--- src/rtl/serial_frame_deser.sv ---
// serial_frame_deser: framed serial-to-parallel receiver with a 1-deep valid/ready output buffer.
// Define SERIAL_FRAME_PARITY_EN to expect an even-parity bit between the data bits and the stop bit.
module serial_frame_deser #(
    parameter int DATA_W    = 8,
    parameter bit MSB_FIRST = 1'b0
) (
    input  logic              clk,
    input  logic              rst_n,
    input  logic              sin,
    input  logic              sin_valid,
    output logic [DATA_W-1:0] dout,
    output logic              dout_valid,
    input  logic              dout_ready,
    output logic              frame_err,
    output logic              overrun,
    output logic              busy
);
    localparam int CW = $clog2(DATA_W);
    typedef enum logic [1:0] {IDLE, DATA, PARITY, STOP} state_t;
`ifdef SERIAL_FRAME_PARITY_EN
    localparam state_t AFTER_DATA = PARITY;
`else
    localparam state_t AFTER_DATA = STOP;
`endif
    state_t state, state_nx;
    logic [CW-1:0] cnt;
    logic [DATA_W-1:0] sr;
    logic par_bad, last_bit, stop_beat, good, load;

    assign last_bit  = cnt == CW'(DATA_W - 1);
    assign stop_beat = sin_valid && state == STOP;
    assign good      = stop_beat && sin && !par_bad;
    assign load      = good && (!dout_valid || dout_ready);
    assign busy      = state != IDLE;

    always_comb begin
        state_nx = state;
        case (state)
            IDLE:    state_nx = (sin_valid && !sin) ? DATA : IDLE;
            DATA:    state_nx = (sin_valid && last_bit) ? AFTER_DATA : DATA;
            PARITY:  state_nx = sin_valid ? STOP : PARITY;
            STOP:    state_nx = sin_valid ? IDLE : STOP;
            default: state_nx = IDLE;
        endcase
    end

    always_ff @(posedge clk or negedge rst_n) begin
        if (!rst_n) begin
            state      <= IDLE;
            cnt        <= '0;
            sr         <= '0;
            dout       <= '0;
            dout_valid <= 1'b0;
            frame_err  <= 1'b0;
            overrun    <= 1'b0;
        end else begin
            state     <= state_nx;
            frame_err <= stop_beat && !(sin && !par_bad);
            overrun   <= good && dout_valid && !dout_ready;
            if (state == DATA && sin_valid) begin
                sr  <= MSB_FIRST ? {sr[DATA_W-2:0], sin} : {sin, sr[DATA_W-1:1]};
                cnt <= last_bit ? '0 : cnt + 1'b1;
            end
            // a word arriving in the same cycle the old one is taken keeps dout_valid high
            if (load) begin
                dout       <= sr;
                dout_valid <= 1'b1;
            end else if (dout_valid && dout_ready) begin
                dout_valid <= 1'b0;
            end
        end
    end

`ifdef SERIAL_FRAME_PARITY_EN
    always_ff @(posedge clk or negedge rst_n) begin
        if (!rst_n) par_bad <= 1'b0;
        else if (state == PARITY && sin_valid) par_bad <= sin != ^sr;
    end
`else
    assign par_bad = 1'b0;
`endif
endmodule
--- config.mk ---
export PLATFORM = sky130hd
export DESIGN_NAME = serial_frame_deser
export DESIGN_NICKNAME = d
export VERILOG_FILES = /design/src/rtl/serial_frame_deser.sv
export SDC_FILE = /design/constraint.sdc
export NUM_CORES = 1
export LEC_CHECK = 0
export ABC_AREA = 1
export CELL_PAD_IN_SITES_DETAIL_PLACEMENT = 0
export CELL_PAD_IN_SITES_GLOBAL_PLACEMENT = 2
export CORE_MARGIN = 1
export CORE_UTILIZATION = 35
export CTS_BUF_LIST = sky130_fd_sc_hd__clkbuf_2 sky130_fd_sc_hd__clkbuf_4 sky130_fd_sc_hd__clkbuf_8
export DETAILED_ROUTE_END_ITERATION = 10
export HOLD_SLACK_MARGIN = 0.02
export PLACE_DENSITY_LB_ADDON = 0.1
export SLEW_MARGIN = 20
export SYNTH_ARGS = -nofsm -noshare
export SYNTH_HDL_FRONTEND = slang
export SYNTH_SLANG_ARGS = --single-unit
--- constraint.sdc ---
create_clock -name clk -period 1.6 [get_ports clk]
set_input_delay 0.32 -clock clk [delete_from_list [all_inputs] [get_ports clk]]
set_output_delay 0.32 -clock clk [all_outputs]
set_load 0.01 [all_outputs]
==> results.yml <==
run_status:
  status: "finished clean"
critical_path:
  startpoint: "dout[4]"
  path_class: "reg -> out"
  slowest_stage: "clkdlybuf4s50_1"
  crit_path_end: "dout[4]"
  crit_fanout: 2
  r2r_start: "state[0]"
  crit_family: "buffers and inverters"
  rrSetupSlack_ns: 0.42
  crit_required_ns: 1.28
  path_cells: "clkdlybuf4s50_1"
  reg2reg_to: "dout[0]"
  cpPeakStageDelay_ns: 0.54
  critPathBufInv: 1
  crit_cells: 1
  endpoint_kind: "output port"
  startpoint_type: "register"
  rr_worst_depth: 6
  cp.arrival_ns: 1.21
yosys:
  syn_avg_cell_area_sq_um: 9.584
  yosysWarnings: 0
  syn-num-nets: 110
  yosysSeqAreaShare_pct: 60.84
  synthDistinctLibCells: 17
  syn_inst: 103
  synth_seq_cells: 24
  syn_area_sq_um: 987.2
timing:
  setup_viol: 0
  rsz0062_at_grt: "no"
  max_freq_ghz: 0.6522
  post-route-min-period_ns: 1.533
  clock_skew_ns: 0.005162
  slew_viol_final: 0
  hold_viol: 0
  relSlewSlack_pct: 80.20
  finalCritPeriodShare_pct: 95.82
  worst_pin_slew_ns: 0.2970
detailed_routing:
  first_iter_violations: 13
  vias_per_cell: 4.613
  firstDrtPassIters: 4
  via_count: 715
  drt_wl_total_um: 1671
  drc: 0
  detail-route-antenna-nets: 0
  routedWlPerCell_um: 10.78
cells_and_area:
  area_delta_synth_final_pct: 25.48
  fin_nets: 133
  design_area_sq_um: 1239
  instances_no_fill: 155
  diodes: 0
  utilization_pct: 48.25
  drive_above_1_share_pct: 15.20
  fill_cells: 253
worst_hold_path:
  hp-class: "in -> async"
floorplan:
  start_util_pct: 38.45
  num_rows: 18
  dieArea_sq_um: 3037
  fp.dieH_um: 55.11
  core_area_sq_um: 2567
  die_w_um: 55.11
  io_pins: 17
pwr:
  p_leak_nw: 0.6532
  power_density_nw_per_um2: 1645
  finalPower_mw: 2.037
  ir_drop_mv: 0.8486
grt:
  grt.overflow.total: 0
  grt_pass1_wl_um: 2849
  grt_start_max_net_pins: 25
  first_global_vias: 677
  antenna_found_initial: 0
  grt_usage_pct: 13.87
placed_design:
  io_buffers: 16
  place_inst: 149
  place_congestion: 0.7935
  dp_hpwl_um: 1235
  place_area_sq_um: 1184
cts:
  clk_latency_ns: 0.30
  clkTransAtPathRegs_ns: 0.12
  cts_tree: "yes"
  cts_max_level: 1
  hold_buffers: 0
  cts-root-buf: "clkbuf_4"
  clock-sinks: 24
  clk_path_buf_depth: 2
  cts_buffers: 3
run:
  max_cap_viol_count: 0
-- cell families (layout without fill, tap and decap cells) --
logic type / count (synthesis) / after routing / synth area share (%)
compound gates: 10 / 10 / 6.590
fa+ha+maj: 2 / 2 / 2.534
buf+inv: 11 / 33 / 5.450
flops: 24 / 24 / 60.84
simple gates: 56 / 56 / 24.59
-- stage by stage --
stage | hold WS [ns] | setup TNS, ns | setup slack [ns]
5_1_grt | 0.3855 | 0 | 0.0009910
2_1_floorplan | 0.02441 | 0 | 0.5637
3_5_place_dp | 0.4576 | -0.009252 | -0.004932
3_3_place_gp | 0.4557 | 0 | 0.05288
6_report | 0.3631 | 0 | 0.06681
4_1_cts | 0.3661 | 0 | 0.04170
-- state kept, by name, indices dropped and copies added (netlist names) --
name / cells
dout: 8
sr: 8
cnt: 3
state: 2
dout_valid: 1
frame_err: 1
overrun: 1
-- cell usage after synthesis --
master,number,area [sq um]
a21oi_1,2,10.01
buf_2,1,5.000
buf_4,1,7.510
buf_6,1,11.26
dfrtp_1,24,600.6
ha_1,2,25.02
inv_1,6,22.52
inv_2,2,7.510
nand2_1,39,146.4
nand3_1,10,50.05
nand3_2,1,10.01
nor2_1,2,7.510
nor2_2,2,12.51
nor2_4,1,11.26
nor3_1,1,5.000
o21ai_0,4,20.02
o21ai_2,4,35.03
-- report_power, final --
group	internal, mW	switching (mW)
clock	0.139	0.166
combinational	0.369	0.407
sequential	0.828	0.127
-- placed cells by master (no fill, tap or decap), types with 3 or more instances in the layout --
cell and instances:
nand3_1 10, o21ai_2 4, clkbuf_4 3, o21ai_0 4, clkdlybuf4s50_1 13, nand2_1 39, dfrtp_1 24, buf_4 5
inv_1 6
-- cell type report --
cell class,instances,area [sq um],share of cell area (%)
clock buffer,4,36.28,2.929
inverter,8,30.03,2.424
multi-input combinational,68,332.8,26.87
sequential,24,600.6,48.48
tap,30,37.54,3.030
timing repair buffer,21,201.4,16.26
-- routing by layer --
layer | track usage, % | wire (um) | part of all wire [%] | up-vias
li1 | - | - | - | 369
met1 | 16.89 | 791 | 47 | 328
met2 | 22.49 | 753 | 45 | 16
met3 | 4.918 | 107 | 6.4 | 2
met4 | 5.000 | 19 | 1.1 | 0
met5 | 0 | 0 | 0 | -
-- worst min-delay path by stage --
stage | start | end
after floorplan | rst_n | cnt[0]
final | rst_n | dout_valid
after CTS | rst_n | dout_valid
after global placement | dout[5] | dout[5]
after detailed placement | dout[5] | dout[5]
after global routing | rst_n | frame_err
-- timing repair --
| item | CTS | global route |
|---|---|---|
| cloned | 0 | 0 |
| resized for setup | 1 | 2 |
| setup buffers | 2 | 0 |
| endpoints found under the setup margin | 1 | 2 |
Power figures use the tool's default switching activity.
